$ cat config.mk
export PLATFORM = sky130hd
export DESIGN_NAME = regfile_wb_arbiter
export DESIGN_NICKNAME = d
export VERILOG_FILES = /design/src/rtl/regfile_wb_arbiter.sv
export SDC_FILE = /design/constraint.sdc
export NUM_CORES = 1
export LEC_CHECK = 0
export ABC_CLOCK_PERIOD_IN_PS = 13600
export CAP_MARGIN = 5
export CORE_UTILIZATION = 45
export CTS_BUF_LIST = sky130_fd_sc_hd__clkbuf_16
export CTS_CLUSTER_DIAMETER = 50
export DETAILED_ROUTE_END_ITERATION = 10
export PLACE_DENSITY = 0.94
export SLEW_MARGIN = 30
export SYNTH_ARGS = -nofsm -noshare
export SYNTH_HDL_FRONTEND = slang
export SYNTH_SLANG_ARGS = --single-unit
$ cat constraint.sdc
create_clock -name clk -period 13.6 [get_ports clk]
set_clock_uncertainty 0.05 [all_clocks]
set_input_delay 2.04 -clock clk [delete_from_list [all_inputs] [get_ports clk]]
set_output_delay 2.04 -clock clk [all_outputs]
set_load 0.05 [all_outputs]
$ cat src/rtl/regfile_wb_arbiter.sv
// Round-robin arbiter sharing the regfile write port among NREQ writeback sources.
// Latency 1 cycle (accept -> registered write); wb_stall or rst blocks every grant.
module regfile_wb_arbiter #(
    parameter int NREQ   = 3,
    parameter int DATA_W = 32,
    parameter int ADDR_W = 5
) (
    input  logic                     clk,
    input  logic                     rst,
    input  logic                     wb_stall,
    input  logic [NREQ-1:0]          req_valid,
    input  logic [NREQ*ADDR_W-1:0]   req_addr,
    input  logic [NREQ*DATA_W-1:0]   req_data,
    output logic [NREQ-1:0]          req_ready,
    output logic                     regwrite,
    output logic [ADDR_W-1:0]        REG_address_wb,
    output logic [DATA_W-1:0]        data_wb,
    output logic [2:0]               grant_id
);

    logic [2:0]        last_ptr;
    logic [2:0]        win;
    logic              found;
    logic              take;
    logic [ADDR_W-1:0] win_addr;
    logic [DATA_W-1:0] win_data;

    // Scan starts just past the last winner, so it gets lowest priority next time.
    always_comb begin
        win   = '0;
        found = 1'b0;
        for (int k = 1; k <= NREQ; k++) begin
            if (!found && req_valid[(int'(last_ptr) + k) % NREQ]) begin
                found = 1'b1;
                win   = 3'((int'(last_ptr) + k) % NREQ);
            end
        end
    end

    assign take      = found && !wb_stall && !rst;
    assign req_ready = take ? (NREQ'(1) << win) : '0;
    assign win_addr  = req_addr[win*ADDR_W +: ADDR_W];
    assign win_data  = req_data[win*DATA_W +: DATA_W];

    always_ff @(posedge clk or posedge rst) begin
        if (rst) begin
            last_ptr       <= 3'(NREQ - 1);
            regwrite       <= 1'b0;
            REG_address_wb <= '0;
            data_wb        <= '0;
            grant_id       <= '0;
        end else if (take) begin
            last_ptr       <= win;
            grant_id       <= win;
            REG_address_wb <= win_addr;
            data_wb        <= win_data;
            // r0 is hardwired zero: accept the handshake but suppress the write.
            regwrite       <= (win_addr != '0);
        end else begin
            regwrite       <= 1'b0;
        end
    end

endmodule
# Word-level counts from Yosys, hierarchy flattened
# Cells that the tools add are included.
# totals
reg_bits	44
input_bits	117
out_inout_bits	44
word_cells	44
# classes
n_addsub	3
mul	1
div	3
magnitude_cmp	3
shifts	3
n_mux	17
reduce_logical	9
# op_table
operator	count
32-bit by 4-bit < comparator with 1-bit output, second input constant	3
32-bit by 3-bit remainder unit with 32-bit output, second input constant	3
96-bit by 9-bit variable part select with 32-bit output	1
15-bit by 7-bit variable part select with 5-bit output	1
3-bit two-way mux	4
1-bit two-way mux	10
3-bit by 2-bit adder with 4-bit output, second input constant	2
1-bit binary-select mux with 2-bit select	3
3-bit by 3-bit multiplier with 6-bit output, second input constant	1
5-bit nonzero test	1
3-bit by 1-bit adder with 4-bit output, second input constant	1
1-bit logical AND	4
1-bit logical NOT	4
1-bit by 3-bit << shifter with 3-bit output, first input constant	1

# Depth between registers and ports, before layout
# Gate-level depths: netlist (run 1).
# logic_depth
depth_word	16
mapped_depth	21
mapped_depth_nobuf	19

# Worst setup path after synthesis (run 1)
# No wires, ideal clock.
# synth_path
kind	register to output
startpoint	register grant_id[0] (netlist name)
endpoint	output port req_ready[1]
arrival_time_ns	5.794
required_time_ns	11.510
path_slack_ns	5.716
path_stages_with_launch	20
n_path_buf	3
path_cell_list	dfrtp_1 buf_2 inv_1 ha_1 clkbuf_1 inv_1 ha_1 ha_1 a21o_1 or2_1 xnor2_1 ha_1 a221o_1 a222oi_1 nor3b_2 and3_1 nor2_1 a211o_1 clkbuf_1 nor4_1
# synth_rtl
item	line_no	text
end: declaration	14	output logic [NREQ-1:0] req_ready,

==> metrics.cfg, run 1 <==
[status]
status = finished, final reports clean

[global_routing]
grt_pass1_vias = 3349
grt_pass1_wl_mm = 16.0
grt-busiest-layer = met2
grt_use_met2 = 0.472
met3_usage = 0.0616
track_usage = 0.270
grt_max_degree = 69
met1_usage = 0.324
antenna_found_initial = 0
grt_overflow = 0

[timing]
min_period_ns = 8.55
max-slew-margin-rel = 0.518
fmax_mhz = 117
slew_viol_final = 0
setup_tns_ns = 0
fin_crit_sh = 0.629
setup_viol = 0
setup_ws_ns = 5.05
hold_viol = 0
worstMarginPinSlew_ns = 0.721
rsz0062_at_grt = no

[place]
io_buffers = 160
place.gp.congestion = 0.840
pre_cts_slack_ns = 5.49
dpl.hpwl_mm = 8.09

[synthesis]
seq_area_frac_synth = 0.314
synth_area_per_cell_um2 = 8.90
synth_edf_count = 0
ys.flop_type = dfrtp_1
netlist_area_um2 = 3350
synth_area_leaders = dfrtp_1 (31%), mux2i_1 (11%), a22o_1 (9.1%)
syn-num-nets = 514
synth_top_area_share = 0.306
postSynthCellCount = 377
yosys.area.top_type = dfrtp_1
yosysUniqueCellTypes = 59
async_flop_share = 1.00
ys_ff_latch = 42
yosys_warnings = 0

[final_layout]
fill_cells = 568
syn2layout_area_growth_pct = 53.5
multi_input_area_um2 = 2120
regArea_um2 = 1050
drive_above_1_share = 0.0517
antenna-diode-count = 0
layout.nets = 659

[critical_path]
path_cells = inv_1, ha_1, inv_1, ha_1, ha_1, a21o_1, or2_1, xnor2_1, ha_1, a221o_1, a222oi_1, nor3b_2, and3_1, nor2_1, a211o_1, nor2_2, buf_4, and3_1, clkdlybuf4s50_1
path_max_fanout = 35
cp_num_buf_inv = 4
worstRegToRegCells = 18
cp.arrival_ns = 6.46
r2r-end = regwrite
crit_top_cell = ha_1
worst-path-stages = 19
max_stage_delay_ns = 0.79
cp-startpoint = grant_id[0]
cp_slowest_cell = dfrtp_1
reg2reg_slack_ns = 7.12
crit_family = buffers and inverters
criticalPathCategory = reg -> out
startpoint_type = register
critical_path_required_ns = 11.51
reg2reg_from = grant_id[0]
crit_path_end_kind = output port

[cts]
hold_buffers = 0
post_cts_resized = 0
numCtsBuffers = 5
cts-root-buf = clkbuf_16
cts_setup_buffers = 0
htree_levels = 2
clkSlewWorstSetupHoldPaths_ns = 0.06
cts_sinks = 42
cts_tree = yes
worstSkewPairLatency_ns = 0.28
clk_path_buf_depth = 2

[drt]
viasPerCell = 5.57
drc = 0
wl_per_cell_um = 17.2
wirelength_mm = 10.7
firstDrtPassIters = 4
ant_nets = 0
vias = 3461
drt-initial-drc-count = 195

[die]
die_x_um = 88.3
design.core.area_um2 = 7210
io_pins = 161
initial_core_util = 0.465
rows = 31
fp.dieArea_um2 = 7800
die_y_um = 88.3

[hold_path]
hp-class = reg -> reg
hold_path_startpoint = REG_address_wb[3]
holdPathEnd = REG_address_wb[3]
whs_path_depth = 2

[run]
cap_violations = 0

[per-layer routing]
layer / part of all wire / wire length (um)
met5: 0 / 0
met2: 0.51 / 5490
met4: 0.029 / 314
met1: 0.38 / 4080
met3: 0.073 / 783
[worst register-to-register path, cell delays in order, from the launching register on]
cell	delay, ns
dfrtp_1	0.79
inv_1	0.28
ha_1	0.56
inv_1	0.14
ha_1	0.25
ha_1	0.22
a21o_1	0.20
or2_1	0.28
xnor2_1	0.14
ha_1	0.20
a221o_1	0.34
a222oi_1	0.33
nor3b_2	0.31
nor4_1	0.13
nor3_4	0.41
buf_4	0.59
mux2_2	0.45
o31a_1	0.28
o41a_1	0.41
[sequential cells by signal (all words and copies together) (netlist names)]
| signal | cells |
|---|---|
| grant_id | 3 |
| last_ptr | 1 |
| REG_address_wb | 5 |
| data_wb | 32 |
| regwrite | 1 |
[stage by stage]
step,hold slack [ns],area (um^2),util,std cells
after detailed placement,0.424,4990,0.691,614
after global routing,0.468,5150,0.714,621
final,0.440,5150,0.714,621
after CTS,0.436,5150,0.713,621
after global placement,0.419,4990,0.691,614
after floorplan,0.582,3350,-,377
[logic make-up (layout without fill, tap and decap cells)]
group,Yosys count,count (layout),synth area share
AOI/OAI and AO/OA,118,118,0.245
xor gates and xnor gates,8,8,0.0231
adders and majority gates,20,20,0.0746
buffers and inverters,42,187,0.0593
DFF,42,42,0.314
muxes,47,47,0.144
and+or+nand+nor,100,100,0.140
[area by class of cell]
| cell class | count | area share |
|---|---|---|
| Multi-Input combinational cell | 293 | 0.412 |
| Timing Repair Buffer | 164 | 0.317 |
| Sequential cell | 42 | 0.204 |
| Clock inverter | 2 | 0.00656 |
| Clock buffer | 5 | 0.0243 |
| Tap cell | 99 | 0.0241 |
| Inverter | 16 | 0.0119 |
[Yosys cell counts, types with 2 or more instances]
cell,number
nand2_1,51
dfrtp_1,41
mux2i_1,38
o21ai_1,36
a22o_1,35
ha_1,20
inv_1,16
nor2_1,16
a21oi_1,12
buf_2,9
clkbuf_1,9
nor3_1,7
o21ai_0,7
buf_4,6
mux2_2,6
xnor2_1,5
and3_1,4
o31ai_1,4
a31oi_1,3
nor2b_1,3
o21a_1,3
a21o_1,2
a221oi_1,2
mux2_1,2
nand2b_1,2
nor3b_1,2
nor4_1,2
or3_1,2
xor2_1,2
[worst max path at each step]
stage,to
after floorplan,req_ready[1]
after global placement,req_ready[1]
after detailed placement,req_ready[0]
after CTS,req_ready[0]
after global routing,req_ready[0]
final,req_ready[0]
[cells in the final DEF (no fill, tap or decap), types with 3 or more instances in the layout]
master,count
clkdlybuf4s50_1,160
o21ai_0,7
o21ai_1,35
a21oi_1,12
nor2_1,16
ha_1,20
a31oi_1,3
inv_1,15
nand2_1,51
buf_4,4
o21a_1,3
clkbuf_16,5
nor2b_1,3
mux2_2,6
and3_1,4
dfrtp_1,41
nor3_1,7
a22o_1,35
o31ai_1,4
xnor2_1,5
mux2i_1,38
Power of run 1 is not shown: default switching activity piles up to over one toggle a cycle in this logic, so the estimate is an artifact.
==> run 2: changes to the inputs <==
--- a/config.mk
+++ b/config.mk
@@ -5,13 +5,13 @@
 export SDC_FILE = /design/constraint.sdc
 export NUM_CORES = 1
 export LEC_CHECK = 0
-export ABC_CLOCK_PERIOD_IN_PS = 13600
+export ABC_CLOCK_PERIOD_IN_PS = 8890
 export CAP_MARGIN = 5
-export CORE_UTILIZATION = 45
+export CORE_UTILIZATION = 42
 export CTS_BUF_LIST = sky130_fd_sc_hd__clkbuf_16
 export CTS_CLUSTER_DIAMETER = 50
 export DETAILED_ROUTE_END_ITERATION = 10
-export PLACE_DENSITY = 0.94
+export PLACE_DENSITY = 0.89
 export SLEW_MARGIN = 30
 export SYNTH_ARGS = -nofsm -noshare
 export SYNTH_HDL_FRONTEND = slang
==> constraint.sdc (replaced) <==
create_clock -name clk -period 8.89 [get_ports clk]
set_clock_uncertainty 0.05 [all_clocks]
set_input_delay 1.3335 -clock clk [delete_from_list [all_inputs] [get_ports clk]]
set_output_delay 1.3335 -clock clk [all_outputs]
set_load 0.05 [all_outputs]
==> run 2 against run 1 <==
Core utilization shrank 4.6 points. Non-clock buffer count is the same. Sequential share of layout area about the same. Via count is 0.92% lower. Register-to-register slack lost 4.7 ns. Cell area grew 0.19%. First-iteration DRC count shrank 10%. Global-route usage shrank 2.3 points. Cell count is 0.64% higher.
==> metrics.cfg, run 2 (synthesis results as in run 1) <==
[status]
status = finished, final reports clean

[final_layout]
largest_register_ffs = 32
final_common_cell = clkdlybuf4s50_1
regArea_um2 = 1050
fill_cells = 610
drive_above_1_share = 0.0554
largest_register = data_wb
antenna-diode-count = 0
final_cell_mix = clkdlybuf4s50_1 (160), nand2_1 (51), dfrtp_1 (41)
reg_top3 = data_wb (32), REG_address_wb (5), grant_id (3)
layout.nets = 659
syn2layout_area_growth_pct = 53.8
multi_input_area_um2 = 2120

[critical_path]
crit_path_end_kind = output port
path_cells = inv_1, ha_1, inv_1, ha_1, ha_1, a21o_1, or2_1, xnor2_1, ha_1, a221o_1, a222oi_1, nor3b_2, and3_1, nor2_1, a211o_1, nor4_1, clkdlybuf4s50_1
startpoint_type = register
path_max_fanout = 25
criticalPathCategory = reg -> out
crit_top_cell = ha_1
critical_path_required_ns = 7.51
cp.arrival_ns = 6.21
cp_slowest_cell = clkdlybuf4s50_1
max_stage_delay_ns = 0.84

[global_routing]
antenna_found_initial = 0
grt_max_degree = 69
grt_overflow = 0
track_usage = 0.248
grt_pass1_wl_mm = 16.3
grt_pass1_vias = 3433

[cts]
cts_tree = yes
post_cts_resized = 0
clkSlewWorstSetupHoldPaths_ns = 0.06
clk_path_buf_depth = 2
numCtsBuffers = 5
cts_setup_buffers = 0
htree_levels = 2
worstSkewPairLatency_ns = 0.28
cts-root-buf = clkbuf_16
cts_sinks = 42
hold_buffers = 0

[die]
rows = 32
fp.dieArea_um2 = 8350
io_pins = 161
die_x_um = 91.4
die_y_um = 91.4
design.core.area_um2 = 7730
initial_core_util = 0.434

[timing]
fmax_mhz = 132
min_period_ns = 7.60
worstMarginPinSlew_ns = 0.785
fin_crit_sh = 0.854
rsz0062_at_grt = no
max-slew-margin-rel = 0.475
setup_viol = 0
slew_viol_final = 0
hold_viol = 0
setup_tns_ns = 0

[drt]
firstDrtPassIters = 4
drc = 0
vias = 3429
viasPerCell = 5.49
drt-initial-drc-count = 175
wirelength_mm = 10.1
ant_nets = 0
wl_per_cell_um = 16.1

[hold_path]
hp-class = reg -> reg

[place]
io_buffers = 160
dpl.hpwl_mm = 7.98
place.gp.congestion = 0.931

[run]
cap_violations = 0

[run 2: changes by cell type in the layout (fill, tap and decap cells not counted)]
cell / change
clkinv_2: +2
clkinv_1: -1
[run 2: area by class of cell]
| type | instances | share of cell area |
|---|---|---|
| clock buffer | 5 | 0.0243 |
| timing repair buffer | 164 | 0.316 |
| tap | 102 | 0.0247 |
| sequential | 42 | 0.204 |
| multi-input combinational | 293 | 0.411 |
| inverter | 16 | 0.0119 |
| clock inverter | 3 | 0.00776 |
[run 2: layer usage]
metal / part of all wire / GRT usage / wire length, um
met1: 0.39 / 0.282 / 3900
met2: 0.53 / 0.459 / 5300
met3: 0.072 / 0.0620 / 722
met4: 0.017 / 0.0661 / 169
met5: 0 / 0 / 0
[run 2: through the flow]
stage	area (um^2)	setup WS (ns)	instances	hold WS, ns	util
floorplan	3350	1.71	377	0.582	-
CTS	5160	1.31	625	0.458	0.667
global placement	4990	1.82	617	0.413	0.646
finish	5160	1.29	625	0.446	0.668
global route	5160	0.898	625	0.470	0.668
detailed placement	4990	1.63	617	0.443	0.646
[run 2: worst max-delay path, delay by kind of cell (launching register included)]
kind | cells | cell delay [ns]
flip-flops | 1 | 0.77
AND/OR/NAND/NOR | 5 | 1.20
buffers and inverters | 3 | 1.22
XOR/XNOR | 1 | 0.14
AO/OA/AOI/OAI | 4 | 1.37
adder cells (fa/ha/maj) | 4 | 1.23
[run 2: final timing paths]
check,slack [ns],start,cells past startpoint,endpoint
min in group asynchronous,1.51,rst,2,REG_address_wb[0]
hold reg to reg,0.45,REG_address_wb[1],2,REG_address_wb[1]
max in group asynchronous,6.85,rst,2,data_wb[23]
setup / recovery,1.29,grant_id[0],17,req_ready[1]
setup reg to reg,2.38,grant_id[0],18,regwrite
hold / removal,0.45,REG_address_wb[1],2,REG_address_wb[1]
Power of run 2 is left out for the same reason.
